### src/rtl/mul_sched.sv
// mul_sched: round-robin scheduler feeding two requesters into one multi-cycle multiplier.
// Ports: req handshake/op/operands/tag per requester, multiplier start/result, writeback handshake, flush.
module mul_sched #(
  parameter int PRF_WIDTH = 6
) (
  input  logic                 clk,
  input  logic                 rst,
  input  logic [1:0]           req_valid,
  output logic [1:0]           req_ready,
  input  logic [9:0]           req0_op_f3,
  input  logic [9:0]           req1_op_f3,
  input  logic [63:0]          req0_op1,
  input  logic [63:0]          req0_op2,
  input  logic [63:0]          req1_op1,
  input  logic [63:0]          req1_op2,
  input  logic [PRF_WIDTH-1:0] req0_prd,
  input  logic [PRF_WIDTH-1:0] req1_prd,
  output logic                 mult_ready,
  output logic [9:0]           inst_op_f3,
  output logic [63:0]          mult_op1,
  output logic [63:0]          mult_op2,
  input  logic [63:0]          product_val,
  input  logic                 mult_finish,
  input  logic                 busy_i,
  output logic                 wb_valid,
  input  logic                 wb_ready,
  output logic [63:0]          wb_data,
  output logic [PRF_WIDTH-1:0] wb_prd,
  output logic                 wb_src,
  input  logic                 flush
);

  typedef enum logic [1:0] {
    IDLE  = 2'd0,
    ISSUE = 2'd1,
    WAIT  = 2'd2,
    WB    = 2'd3
  } state_e;

  state_e               state_q, state_d;
  logic                 prio_q;
  logic                 kill_q, kill_d;
  logic [9:0]           op_q;
  logic [63:0]          op1_q, op2_q;
  logic [63:0]          data_q;
  logic [PRF_WIDTH-1:0] prd_q;
  logic                 src_q;
  logic [1:0]           gnt;
  logic                 cap;

  // prio_q names the requester that wins a tie.
  always_comb begin
    if (req_valid == 2'b11) gnt = prio_q ? 2'b10 : 2'b01;
    else                    gnt = req_valid;
  end

  always_comb begin
    state_d    = state_q;
    kill_d     = kill_q;
    req_ready  = 2'b00;
    mult_ready = 1'b0;
    wb_valid   = 1'b0;
    cap        = 1'b0;
    unique case (state_q)
      IDLE: begin
        if (rst && !flush && !busy_i) req_ready = gnt;
        if (|req_ready) state_d = ISSUE;
      end
      ISSUE: begin
        if (flush) state_d = IDLE;
        else begin
          mult_ready = 1'b1;
          state_d    = WAIT;
        end
      end
      WAIT: begin
        if (flush) kill_d = 1'b1;
        if (mult_finish) begin
          if (kill_q || flush) state_d = IDLE;
          else begin
            cap     = 1'b1;
            state_d = WB;
          end
        end
      end
      WB: begin
        wb_valid = 1'b1;
        if (flush || wb_ready) state_d = IDLE;
      end
      default: state_d = IDLE;
    endcase
    if (state_d == IDLE) kill_d = 1'b0;
  end

  always_ff @(posedge clk or negedge rst) begin
    if (!rst) begin
      state_q <= IDLE;
      prio_q  <= 1'b0;
      kill_q  <= 1'b0;
      op_q    <= '0;
      op1_q   <= '0;
      op2_q   <= '0;
      data_q  <= '0;
      prd_q   <= '0;
      src_q   <= 1'b0;
    end else begin
      state_q <= state_d;
      kill_q  <= kill_d;
      if (|req_ready) begin
        op_q   <= req_ready[1] ? req1_op_f3 : req0_op_f3;
        op1_q  <= req_ready[1] ? req1_op1   : req0_op1;
        op2_q  <= req_ready[1] ? req1_op2   : req0_op2;
        prd_q  <= req_ready[1] ? req1_prd   : req0_prd;
        src_q  <= req_ready[1];
        prio_q <= req_ready[0];
      end
      if (cap) data_q <= product_val;
    end
  end

  assign inst_op_f3 = op_q;
  assign mult_op1   = op1_q;
  assign mult_op2   = op2_q;
  assign wb_data    = data_q;
  assign wb_prd     = prd_q;
  assign wb_src     = src_q;

endmodule

### config.mk
export PLATFORM = sky130hd
export DESIGN_NAME = mul_sched
export DESIGN_NICKNAME = d
export VERILOG_FILES = /design/src/rtl/mul_sched.sv
export SDC_FILE = /design/constraint.sdc
export NUM_CORES = 1
export LEC_CHECK = 0
export BUFFER_PORTS_ARGS = -buffer_cell sky130_fd_sc_hd__buf_4
export CELL_PAD_IN_SITES_DETAIL_PLACEMENT = 1
export CELL_PAD_IN_SITES_GLOBAL_PLACEMENT = 2
export CORE_AREA = 4 4 224 226
export DETAILED_ROUTE_END_ITERATION = 8
export DIE_AREA = 0 0 228 230
export PLACE_DENSITY_LB_ADDON = 0.1
export SYNTH_ARGS = -nofsm -noshare
export SYNTH_HDL_FRONTEND = slang
export SYNTH_SLANG_ARGS = --single-unit
### constraint.sdc
create_clock -name clk -period 4.37 [get_ports clk]
set_input_delay 0.874 -clock clk [delete_from_list [all_inputs] [get_ports clk]]
set_output_delay 0.874 -clock clk [all_outputs]
set_load 0.02 [all_outputs]
Word-level counts from Yosys, hierarchy flattened. Cells that the tools add are included.

Output and inout port bits: 213. Register bits after elaboration: 213. Input bits: 360. Word-level logic and storage cells: 50.

Muxes and demuxes: 24. Reductions and logical operators: 13. Eq/ne operators: 4.

Operators with widths (number): $mux 64 (2); $mux 2 (10); $mux 10 (1); $mux 1 (9); $pmux 2 s4 (1); $eq 2x2->1 const B (3); $mux 6 (1); $logic_not 2->1 (2); $reduce_bool 2->1 (2); $reduce_or 2->1 (2); $eq 2x1->1 const B (1); $logic_and 1x1->1 (2); $logic_not 1->1 (2); $logic_or 1x1->1 (2); $reduce_and 2->1 (1).

Logic depth before layout (Yosys ltp).
Depth in word-level cells: 11. Depth in mapped cells: 6. Mapped depth without buffers: 3.

Least setup slack after synthesis. No wires, ideal clock.

Path type: input -> output. From: input req_valid[0]. To: output req_ready[1]. Arrival time: 1.724 ns. Stages: 5. Buffers on the path: 2. Path slack: 1.772 ns. Data required time: 3.496 ns. Cells stage by stage: nor2b_1 > buf_2 > buf_4 > nand2b_1 > nor2_1.

Word-level cells in the longest chain between the ends: 5.

Ends and longest elaborated chain: start, declared (RTL line 8) `input logic [1:0] req_valid,`; $eq 2x2->1 (RTL line 53) `if (req_valid == 2'b11) gnt = prio_q ? 2'b10 : 2'b01;`; $mux 2 (RTL line 53); $mux 2 (RTL line 66) `if (rst && !flush && !busy_i) req_ready = gnt;`; $mux 2 (2 in a row) (RTL line 64) `unique case (state_q)`; end, declared (RTL line 9) `output logic [1:0] req_ready,`.

Every way passes these cells. The select of a mux whose other input is x is not followed.

Final worst setup path.
From: input rst. To: output req_ready[1].

Word-level cells in the longest chain between the ends: 5.

Ends and longest elaborated chain: start, declared (RTL line 7) `input logic rst,`; $logic_and 1x1->1 (2 in a row) (RTL line 66); $mux 2 (RTL line 66); $mux 2 (2 in a row) (RTL line 64).

Every way passes these cells. The select of a mux whose other input is x is not followed.

==> summary.txt <==
Floorplanning
  – Core area: a little under 50000 µm²
  – Die width: approximately 230 µm
  – Die ar.: 52400 µm²
  – Die Ht: ~230 µm
  – Num rows: between 80 and 90
  – Initial Utilization: 0.200
  – # IOs: about 570

Layout
  – Nets: between 1500 and 2000
  – Fillers: 5287
  – Most common cell after layout, fill and taps aside: buf_4
  – Share of cells above drive strength 1: 0.615
  – Area grow syn2layout: 59.3%
  – Commonest non-fill, non-tap cells in the layout: buf_4, dfrtp_1, o32ai_1, a2bb2oi_1, mux2_2
  – Multi-input logic area: about 3900 µm²
  – Reg area: 5330 µm²

Route
  – Total number of vias: 8746
  – Post-route ant nets: 0
  – DRC: 0
  – Initial DRC count: approximately 300
  – Drt first pass iters: 4
  – Drt wl/cell: around 25 µm
  – Routed vias/inst: 4.69
  – Total Wirelength: approximately 46 mm

Timing
  – Fmax: 352 MHz
  – Slew HR: 0.292
  – Clock skew: 32.9 ps
  – Total negative slack: 0 ps
  – Max Slew Vio Count: 0
  – RSZ-0062 raised after global routing: false
  – Worst slew pin tran: ~1100 ps
  – Final hold violations: 0
  – # setup viols final: 0
  – Worst hold slack: approximately 190 ps
  – Tcrit/Tclk final: 0.650
  – Minimum clock period: between 2000 and 3000 ps

Power
  – Power Internal: between 0.006 and 0.007 W
  – NetSw: 0.00430 W
  – Tot Pwr: 0.0111 W
  – Static Leak: about 6.7 nW
  – Worst VDD drop: roughly 0.38 mV
  – Seq pwr share: 0.321
  – Comb power frac: 0.474
  – PD cells: slightly above 700 nW/µm²
  – Clock share of power: 0.206
  – Switching Fraction: 0.388

CTS
  – Hold_buf cts: 0
  – Clock tree sinks: ~210
  – Clock transition at path regs: 60 ps
  – Root Buffer: clkbuf_16
  – CTS tree: built
  – Clock Latency Late Sink: between 500 and 600 ps
  – Post-CTS Setup Bufs: 0
  – CTS buffer count: 29
  – H-tree lvl count: 1
  – CTS Buffer Depth: 3
  – Resized cells post-CTS: 0

Global route
  – Initial antenna violation count: 10
  – Largest net degree at the start of global routing: between 100 and 150
  – First-pass GRT wire length: between 60 and 70 mm
  – GRT Total Usage: 0.168
  – Number of global-route vias before repair: 9731
  – Gr ovfl total: 0

Worst setup path
  – Worst path required time: roughly 3500 ps
  – Buf/Inv on CP: 2
  – Crit end category: output port
  – CP top delay family: simple AND/OR/NAND/NOR gates
  – CP Launch Type: input pin
  – Worst r2r src: state_q[1]
  – Slowest stage delay, CP: ~340 ps
  – Crit-path cells: buf_8, nor3b_4, nand2_1, nor2_1, buf_4
  – Crit. Startpoint: rst
  – WP data arrival: just under 2000 ps
  – Maximum fanout along the worst path: 40
  – CP Class: in -> out
  – Slowest cell on crit path: nor3b_4

Yosys
  – Syn nets: around 1000
  – Synthesized area: between 9000 and 10000 µm²
  – Cell count after synthesis: a little under 700
  – Yosys warning count: 0
  – Synth Register Bits: 213
  – Sequential-to-total area share from yosys stat: 0.551
  – Syn_area_per_cell: 14.1 µm²
  – Cell variety after synth: 30

Placed design
  – Hpwl dp: between 30 and 40 mm
  – IO buf count: between 500 and 600
  – Placer congestion estimate: approximately 0.76

Outcome
  – Status: finished, final reports clean

Run
  – Max Cap Viol: 0

Hold path
  – Path type of the worst min-delay path: in -> async
## power by group through the flow
stage          clock [W]  sequential [W]  combinational [W]
2_1_floorplan          0         0.00469            0.00162
3_3_place_gp           0         0.00356            0.00534
3_5_place_dp           0         0.00357            0.00537
4_1_cts          0.00238         0.00357            0.00536
5_1_grt          0.00248         0.00369            0.00556
6_report         0.00228         0.00356            0.00525
## registers in the layout, summed over array words and instances, names as in the netlist
register / cells
wb_src: 1
inst_op_f3: 10
state_q: 2
mult_op1: 64
wb_prd: 6
kill_q: 1
wb_data: 64
mult_op2: 64
prio_q: 1
## cell usage after synthesis
cell type	count	area (µm²)
a2bb2oi_2	60	901
a31oi_1	3	18.8
inv_1	2	7.51
nand3_1	2	10.0
nor2_1	3	11.3
o21bai_1	1	7.51
clkbuf_4	5	37.5
o21ba_2	1	10.0
dfrtp_1	213	5330
nand2_1	3	11.3
nand2b_1	2	12.5
a2bb2oi_1	84	736
buf_4	5	37.5
and3_1	1	6.26
nor4b_2	1	15.0
a41oi_1	1	8.76
buf_8	7	105
clkbuf_1	46	173
or2_2	2	12.5
inv_2	1	3.75
nor2b_1	3	18.8
o211ai_1	2	15.0
buf_2	17	85.1
and2_1	3	18.8
mux2_2	64	721
o32ai_1	144	1260
nor3b_1	1	7.51
nor3b_4	1	18.8
a21bo_2	1	10.0
buf_6	6	67.6
## worst register-to-register path: stages, from the launching register on
cell	delay, ps
dfrtp_1	430
nor2_1	360
and3_4	650
buf_4	480
a2bb2oi_2	170
## worst paths after layout
check                                to  slack, ps  cells past startpoint
setup reg to reg           mult_op1[10]       2200                      4
max in group asynchronous   wb_data[46]       2970                      2
hold reg to reg             wb_data[59]        510                      1
hold / removal                   prio_q        190                      1
min in group clk            wb_data[59]        510                      1
setup / recovery           req_ready[1]       1530                      5
## per-stage QoR
step            util  setup slack [ps]  instance area [µm²]  std cells
2_1_floorplan      -              1770                 9680        685
3_3_place_gp   0.300              1480                14500       1805
3_5_place_dp   0.300              1480                14500       1805
4_1_cts        0.318              1480                15400       1855
5_1_grt        0.319              1340                15400       1860
6_report       0.319              1530                15400       1864
## per-layer routing
metal	global-route usage	part of all wire	up-vias
met4	0.0369	0.021	6
li1	-	-	3894
met1	0.192	0.38	4432
met3	0.0794	0.10	58
met5	0	0.00080	-
met2	0.286	0.50	356
## layout make-up
type | count | area share
flip-flops and latches | 213 | 0.346
clock inverters | 3 | 0.00219
inverters | 3 | 0.000893
clock buffers | 47 | 0.0566
multi-input cells | 383 | 0.250
repair buffers | 584 | 0.292
well taps | 622 | 0.0505
diodes | 9 | 0.00146
## logic make-up after synthesis
group | synth area share
simple gates | 0.0147
buf+inv | 0.0534
mux | 0.0745
flops | 0.551
compound gates | 0.307
No activity file was read; power rests on OpenSTA's default activity.
